===== src/rtl/spi_temp_pkg.sv =====
// Shared types and constants for the SPI temperature responder.
// The state encoding, command codes and response decoding live here.
package spi_temp_pkg;

   localparam int CMD_BITS  = 8;
   localparam int DATA_BITS = 16;

   localparam logic [CMD_BITS-1:0]  CMD_RD_TEMP = 8'h01;
   localparam logic [CMD_BITS-1:0]  CMD_RD_ID   = 8'h02;
   localparam logic [CMD_BITS-1:0]  CMD_RD_STAT = 8'h03;
   localparam logic [DATA_BITS-1:0] ERR_DATA    = 16'hFFFF;

   typedef enum logic [1:0] {
      ST_IDLE = 2'd0,
      ST_CMD  = 2'd1,
      ST_DATA = 2'd2,
      ST_DONE = 2'd3
   } state_e;

   typedef struct packed {
      logic                 err;
      logic [DATA_BITS-1:0] data;
   } resp_t;

   // Unknown commands answer all-ones and flag an error.
   function automatic resp_t decode_cmd(input logic [CMD_BITS-1:0]  cmd,
                                        input logic [DATA_BITS-1:0] temp,
                                        input logic                 fresh,
                                        input logic [DATA_BITS-1:0] dev_id);
      resp_t r;
      r.err  = 1'b0;
      r.data = ERR_DATA;
      case (cmd)
         CMD_RD_TEMP: r.data = temp;
         CMD_RD_ID:   r.data = dev_id;
         CMD_RD_STAT: r.data = {{(DATA_BITS-1){1'b0}}, fresh};
         default:     r.err  = 1'b1;
      endcase
      return r;
   endfunction

endpackage


===== src/rtl/spi_sync.sv =====
// Multi-flop synchronizer for one asynchronous input bit.
// RST_VAL sets the value the chain holds during reset.
module spi_sync #(
   parameter int   STAGES  = 2,
   parameter logic RST_VAL = 1'b0
) (
   input  logic clk_in_p,
   input  logic rst_n_p,
   input  logic d_p,
   output logic q_p
);

   logic [STAGES-1:0] sync_q;
   logic [STAGES-1:0] sync_d;

   always_comb begin
      sync_d = {sync_q[STAGES-2:0], d_p};
   end

   always_ff @(posedge clk_in_p or negedge rst_n_p) begin
      if (!rst_n_p) begin
         sync_q <= {STAGES{RST_VAL}};
      end else begin
         sync_q <= sync_d;
      end
   end

   assign q_p = sync_q[STAGES-1];

endmodule


===== src/rtl/spi_temp_slave.sv =====
// SPI mode-0 responder returning a temperature sample, device ID or status.
// Optional macro SPI_TEMP_SLAVE_TRISTATE_EN floats miso_p while deselected.
module spi_temp_slave
   import spi_temp_pkg::*;
#(
   parameter int          SYNC_STAGES = 2,
   parameter logic [15:0] DEVICE_ID   = 16'h0A5C
) (
   input  logic        clk_in_p,
   input  logic        rst_n_p,
   input  logic        sclk_p,
   input  logic        cs_n_p,
   input  logic        mosi_p,
   output logic        miso_p,
   input  logic [15:0] temp_p,
   input  logic        temp_vld_p,
   output logic        frame_done_p,
   output logic        cmd_err_p
);

   localparam logic [1:0] FLUSH_MAX = 2'(SYNC_STAGES);

   logic sclk_s, cs_s, mosi_s;

   spi_sync #(.STAGES(SYNC_STAGES), .RST_VAL(1'b0)) u_sync_sclk (
      .clk_in_p(clk_in_p), .rst_n_p(rst_n_p), .d_p(sclk_p), .q_p(sclk_s));
   spi_sync #(.STAGES(SYNC_STAGES), .RST_VAL(1'b1)) u_sync_cs (
      .clk_in_p(clk_in_p), .rst_n_p(rst_n_p), .d_p(cs_n_p), .q_p(cs_s));
   spi_sync #(.STAGES(SYNC_STAGES), .RST_VAL(1'b0)) u_sync_mosi (
      .clk_in_p(clk_in_p), .rst_n_p(rst_n_p), .d_p(mosi_p), .q_p(mosi_s));

   state_e state_q, state_d;

   logic                 sclk_prev_q, sclk_prev_d;
   logic                 cs_prev_q, cs_prev_d;
   logic [1:0]           flush_cnt_q, flush_cnt_d;
   logic                 armed_q, armed_d;
   logic [DATA_BITS-1:0] shadow_q, shadow_d;
   logic                 fresh_q, fresh_d;
   logic [DATA_BITS-1:0] snap_temp_q, snap_temp_d;
   logic                 snap_fresh_q, snap_fresh_d;
   logic [CMD_BITS-1:0]  cmd_sr_q, cmd_sr_d;
   logic [DATA_BITS-1:0] resp_sr_q, resp_sr_d;
   logic [3:0]           bit_cnt_q, bit_cnt_d;
   logic                 miso_q, miso_d;
   logic                 frame_done_q, frame_done_d;
   logic                 cmd_err_q, cmd_err_d;

   logic                cs_fall, cs_rise, sclk_rise, sclk_fall;
   logic                cmd_last, data_last;
   logic [CMD_BITS-1:0] cmd_next;
   resp_t               dec;

   // A low cs_n seen straight out of reset must not start a frame, so falling
   // edges count only once a genuine high has passed through the synchronizer.
   assign cs_fall   = armed_q & cs_prev_q & ~cs_s;
   assign cs_rise   = cs_s & ~cs_prev_q;
   assign sclk_rise = sclk_s & ~sclk_prev_q & ~cs_s;
   assign sclk_fall = ~sclk_s & sclk_prev_q & ~cs_s;
   assign cmd_last  = (bit_cnt_q == 4'(CMD_BITS - 1));
   assign data_last = (bit_cnt_q == 4'(DATA_BITS - 1));
   assign cmd_next  = {cmd_sr_q[CMD_BITS-2:0], mosi_s};
   assign dec       = decode_cmd(cmd_next, snap_temp_q, snap_fresh_q, DEVICE_ID);

   always_ff @(posedge clk_in_p or negedge rst_n_p) begin
      if (!rst_n_p) begin
         state_q <= ST_IDLE;
      end else begin
         state_q <= state_d;
      end
   end

   always_comb begin
      state_d = state_q;
      if (cs_rise) begin
         state_d = ST_IDLE;
      end else begin
         case (state_q)
            ST_IDLE: if (cs_fall)               state_d = ST_CMD;
            ST_CMD:  if (sclk_rise && cmd_last)  state_d = ST_DATA;
            ST_DATA: if (sclk_rise && data_last) state_d = ST_DONE;
            ST_DONE: state_d = ST_DONE;
            default: state_d = ST_IDLE;
         endcase
      end
   end

   always_comb begin
      sclk_prev_d  = sclk_s;
      cs_prev_d    = cs_s;
      flush_cnt_d  = (flush_cnt_q == FLUSH_MAX) ? flush_cnt_q : flush_cnt_q + 2'd1;
      armed_d      = armed_q | ((flush_cnt_q == FLUSH_MAX) & cs_s);
      shadow_d     = shadow_q;
      fresh_d      = fresh_q;
      snap_temp_d  = snap_temp_q;
      snap_fresh_d = snap_fresh_q;
      cmd_sr_d     = cmd_sr_q;
      resp_sr_d    = resp_sr_q;
      bit_cnt_d    = bit_cnt_q;
      miso_d       = miso_q;
      frame_done_d = 1'b0;
      cmd_err_d    = 1'b0;

      if (temp_vld_p) begin
         shadow_d = temp_p;
         fresh_d  = 1'b1;
      end

      if (cs_rise) begin
         miso_d    = 1'b0;
         bit_cnt_d = 4'd0;
      end else begin
         case (state_q)
            ST_IDLE: begin
               miso_d = 1'b0;
               if (cs_fall) begin
                  snap_temp_d  = shadow_q;
                  snap_fresh_d = fresh_q;
                  cmd_sr_d     = '0;
                  bit_cnt_d    = 4'd0;
               end
            end
            ST_CMD: begin
               miso_d = 1'b0;
               if (sclk_rise) begin
                  cmd_sr_d = cmd_next;
                  if (cmd_last) begin
                     bit_cnt_d = 4'd0;
                     resp_sr_d = dec.data;
                     cmd_err_d = dec.err;
                  end else begin
                     bit_cnt_d = bit_cnt_q + 4'd1;
                  end
               end
            end
            ST_DATA: begin
               if (sclk_fall) begin
                  miso_d    = resp_sr_q[DATA_BITS-1];
                  resp_sr_d = {resp_sr_q[DATA_BITS-2:0], 1'b0};
               end
               if (sclk_rise) begin
                  if (data_last) begin
                     bit_cnt_d    = 4'd0;
                     frame_done_d = 1'b1;
                     // A sample arriving in this very cycle keeps the flag set.
                     if (cmd_sr_q == CMD_RD_TEMP && !temp_vld_p) begin
                        fresh_d = 1'b0;
                     end
                  end else begin
                     bit_cnt_d = bit_cnt_q + 4'd1;
                  end
               end
            end
            default: miso_d = 1'b0;
         endcase
      end
   end

   always_ff @(posedge clk_in_p or negedge rst_n_p) begin
      if (!rst_n_p) begin
         sclk_prev_q  <= 1'b0;
         cs_prev_q    <= 1'b1;
         flush_cnt_q  <= 2'd0;
         armed_q      <= 1'b0;
         shadow_q     <= '0;
         fresh_q      <= 1'b0;
         snap_temp_q  <= '0;
         snap_fresh_q <= 1'b0;
         cmd_sr_q     <= '0;
         resp_sr_q    <= '0;
         bit_cnt_q    <= 4'd0;
         miso_q       <= 1'b0;
         frame_done_q <= 1'b0;
         cmd_err_q    <= 1'b0;
      end else begin
         sclk_prev_q  <= sclk_prev_d;
         cs_prev_q    <= cs_prev_d;
         flush_cnt_q  <= flush_cnt_d;
         armed_q      <= armed_d;
         shadow_q     <= shadow_d;
         fresh_q      <= fresh_d;
         snap_temp_q  <= snap_temp_d;
         snap_fresh_q <= snap_fresh_d;
         cmd_sr_q     <= cmd_sr_d;
         resp_sr_q    <= resp_sr_d;
         bit_cnt_q    <= bit_cnt_d;
         miso_q       <= miso_d;
         frame_done_q <= frame_done_d;
         cmd_err_q    <= cmd_err_d;
      end
   end

   assign frame_done_p = frame_done_q;
   assign cmd_err_p    = cmd_err_q;

`ifdef SPI_TEMP_SLAVE_TRISTATE_EN
   assign miso_p = (!rst_n_p || cs_s) ? 1'bz : miso_q;
`else
   assign miso_p = cs_s ? 1'b0 : miso_q;
`endif

endmodule


===== config.mk =====
export PLATFORM = sky130hd
export DESIGN_NAME = spi_temp_slave
export DESIGN_NICKNAME = d
export VERILOG_FILES = /design/src/rtl/spi_temp_pkg.sv /design/src/rtl/spi_sync.sv /design/src/rtl/spi_temp_slave.sv
export SDC_FILE = /design/constraint.sdc
export NUM_CORES = 1
export LEC_CHECK = 0
export BUFFER_PORTS_ARGS = -buffer_cell sky130_fd_sc_hd__buf_2
export CAP_MARGIN = 20
export CORE_MARGIN = 2
export CORE_UTILIZATION = 60
export CTS_BUF_LIST = sky130_fd_sc_hd__clkbuf_2 sky130_fd_sc_hd__clkbuf_4 sky130_fd_sc_hd__clkbuf_8
export DETAILED_ROUTE_END_ITERATION = 16
export PLACE_DENSITY = 0.9
export SLEW_MARGIN = 0
export SYNTH_ARGS = -nofsm -noshare
export SYNTH_HDL_FRONTEND = slang
export SYNTH_HIERARCHICAL = 1
export SYNTH_SLANG_ARGS = --single-unit
export TNS_END_PERCENT = 10

===== constraint.sdc =====
create_clock -name clk_in_p -period 4 [get_ports clk_in_p]
set_input_delay 0.2 -clock clk_in_p [delete_from_list [all_inputs] [get_ports clk_in_p]]
set_output_delay 0.2 -clock clk_in_p [all_outputs]
set_load 0.01 [all_outputs]

==> impl_metrics.yaml <==
clock_network:
  cts_made_buffers: 9
  cts.sink_count: 78
  cts.clk_slew.worst_paths_ps: 90
  cts_max_level: 3
  clkLatencyLatePin_ps: 350
  cts_tree: "built"
  clock-root-buffer: "clkbuf_8"
  post_cts_buffers: 0
  clock_path_buffers: 2
sta:
  timing.fmax_mhz: 390
  finClkSkew_ps: 9.90
  hold_ws_ps: -33.0
  fin_crit_sh_pct: 64.0
  slew_headroom_pct: 33.5
  grt_setup_unrepaired: "false"
  final_hold_viol_count: 17
  finalSetupTns_ps: 0
  finalMaxSlewViolations: 0
  tightest_slew_ps: 993
  period_needed_ps: 2560
  setup_viol: 0
job:
  maxCapViolCount: 0
hold_path:
  hold_path_class: "input port to asynchronous set/reset pin"
outcome:
  failed_checks: "hold timing"
  status: "finished, violations left"
logic_synthesis:
  synth_area_leader_cell: "dfrtp_1"
  synthArstFlopShare_pct: 100
  yosysWarnings: 6
  synth_seq_area_share_pct: 57.6
  synth_top_flop_cell: "dfrtp_1"
  synth_seq_cells: 78
  synthesis.instances: 293
  synth_top_area_share_pct: 55.2
  ys_types: 41
  netlist_area_mm2: 0.00340
  syn_avg_cell_area_um2: 11.6
  netlist_top_cells_area: "dfrtp_1 (55%), mux2_2 (12%), nand2_1 (4.1%), ha_1 (2.6%), dfstp_2 (2.3%)"
  synth_nets: 322
  synth-edff-count: 0
power_and_ir_drop:
  power.total_mw: 2.44
  power.share.sequential_pct: 46.4
  p_leak_nw: 1.74
  switchingPower_uw: 808
  p_per_area_mw_per_mm2: 642
  swShare_pct: 33.1
  power_frac_comb_pct: 26.4
  p_int_mw: 1.64
  clock_power_share_pct: 27.3
  ir_drop_mv: 0.468
die:
  die_area_mm2: 0.00628
  initial_core_util_pct: 62.1
  core_region_area_mm2: 0.00547
  fp.dieW_um: 79.2
  num_rows: 27
  ios: 25
  die_height_um: 79.2
detailed_routing:
  viasPerCell: 5.81
  first_pass_iters: 4
  drt_iter0_markers: 110
  antenna_left: 0
  drc: 0
  avgRoutedWirePerCell_um: 16.4
  wl_um: 6480
  vias: 2293
global_routing:
  overflow: 0
  grt_usage_pct: 22.9
  antenna_found_initial: 0
  grt_max_degree: 79
  grt_pass1_vias: 2199
  grt_pass1_wl_um: 10800
finish:
  final_cells: 395
  layout.nets: 347
  antennaDiodeCount: 0
  area_delta_synth_final_pct: 12.1
  fill_cells: 369
  multi_input_area_mm2: 0.00134
  drive_above_1_share_pct: 25.7
  register_area_mm2: 0.00196
critical_path:
  slowest_delay_ps: 530
  start_kind: "flip-flop"
  slowest_stage: "nand2_1"
  crit_required_ps: 4280
  crit_arrival_ps: 2850
  cp_max_fo: 31
  end_kind: "flip-flop"
  cp_top_family: "compound AO/OA/AOI/OAI gates"
  path_class: "flip-flop to flip-flop"
  critPathBufInv: 1
  crit_chain: "inv_1 -> ha_1 -> nand4bb_1 -> a21oi_1 -> nand2_1 -> a221oi_1 -> a21o_1"
placed_design:
  place_congestion: 0.831
  dp_hpwl_um: 4120
  place_inst: 376
  io_buffers: 24
==> timing repair <==
item	in CTS	in global routing
hold buffers	3	0
endpoints found under the hold margin	3	0
resized for setup	0	0
==> area by class of cell <==
class	count	area share, %
clock buffers	9	3.25
clock inverters	7	2.73
inverters	11	1.08
multi-input cells	191	35.2
flip-flops and latches	78	51.3
well taps	72	2.37
repair buffers	27	4.01
==> power by group through the flow <==
stage          Sequential [mW]  Combinational [mW]  Clock (mW)
2_1_floorplan             1.09               0.508           0
3_3_place_gp              1.13               0.583           0
3_5_place_dp              1.14               0.626           0
4_1_cts                   1.13               0.644       0.670
5_1_grt                   1.16               0.710       0.709
6_report                  1.13               0.645       0.666
==> sequential cells by signal, summed over array words and instances (netlist names) <==
| name | cells |
|---|---|
| u_sync_sclk/sync_q | 2 |
| fresh_q | 1 |
| armed_q | 1 |
| snap_temp_q | 16 |
| flush_cnt_q | 2 |
| frame_done_p | 1 |
| bit_cnt_q | 4 |
| miso_q | 1 |
| resp_sr_q | 16 |
| u_sync_cs/sync_q | 2 |
| sclk_prev_q | 1 |
| state_q | 2 |
| cmd_sr_q | 8 |
| u_sync_mosi/sync_q | 2 |
| shadow_q | 16 |
| cmd_err_p | 1 |
| snap_fresh_q | 1 |
| cs_prev_q | 1 |
==> worst paths after layout <==
path	start	endpoint	slack (ps)	cells after the start
setup / recovery	state_q[1]	resp_sr_q[4]	1440	7
hold / removal	rst_n_p	bit_cnt_q[1]	-30	1
setup reg to reg	state_q[1]	resp_sr_q[4]	1440	7
hold reg to reg	u_sync_mosi/sync_q[0]	u_sync_mosi/sync_q[1]	350	0
max in group asynchronous	rst_n_p	resp_sr_q[7]	3420	1
min in group clk_in_p	temp_p[13]	shadow_q[13]	70	2
==> through the flow <==
step,worst slack [ps],instance area (µm²),util (%)
final,1440,3810,69.6
after global routing,1230,3810,69.6
after CTS,1460,3810,69.6
after detailed placement,1500,3550,64.9
after global placement,1650,3550,64.9
after floorplan,2240,3400,-
==> logic make-up (layout without fill, tap and decap cells) <==
family          count (synthesis)  count (layout)  synth area share [%]
simple gates                   87              87                  13.1
flops                          78              78                  57.6
compound gates                 57              57                  10.7
mux                            39              39                  12.9
buf+inv                        24              54                  2.95
fa+ha+maj                       7               7                  2.58
xor+xnor                        1               1                 0.258
==> routing by layer <==
metal	vias to the layer above	track usage [%]	part of all wire, %
met2	67	36.3	49
met3	16	6.36	5.4
met5	-	0	0
met1	1136	30.0	44
met4	0	9.66	1.9
li1	1074	-	-
==> synthesized netlist by cell type (2+ instances only) <==
cell type	count
nor2_1	19
mux2i_1	2
nand3_1	2
o31ai_1	10
clkbuf_1	10
nand3b_1	2
a221oi_1	6
a21oi_1	14
a31oi_1	2
a21o_1	8
inv_1	11
mux2_2	36
nand2_1	37
buf_2	2
dfrtp_1	75
o21ai_0	13
dfstp_2	3
ha_1	7
nor2b_1	2
nand4bb_1	2
nand2b_1	10
==> cells in the final DEF (no fill, tap or decap), drive strengths merged <==
master       netlist  final
nand2             37     37
xnor2              1      1
a21oi             15     15
dfstp              3      3
dfrtp             75     75
nand3              2      2
buf                3     24
nor4               1      1
nor2b              2      2
nand4              1      1
or3                1      1
ha                 7      7
nor3b              2      2
a2bb2oi            1      1
bufinv             0      2
inv               11     14
nand4b             1      1
a31oi              2      2
and2b              1      1
nor2              20     20
nand3b             2      2
a221oi             6      6
a21o               8      8
mux2i              2      2
dlygate4sd3        0      3
nor4b              1      1
o22ai              1      1
o31ai             10     10
or4b               1      1
clkbuf            10      9
and4               1      1
clkinvlp           0      2
o21ai             14     14
nor3               1      1
mux2              37     37
and2               1      1
nand2b            10     10
nand4bb            2      2
==> worst register-to-register path, stage by stage, from the launching register on <==
cell,delay (ps)
dfrtp_1,410
inv_1,140
ha_1,500
nand4bb_1,150
a21oi_1,160
nand2_1,530
a221oi_1,470
a21o_1,130
(Power assumes the default switching activity.)
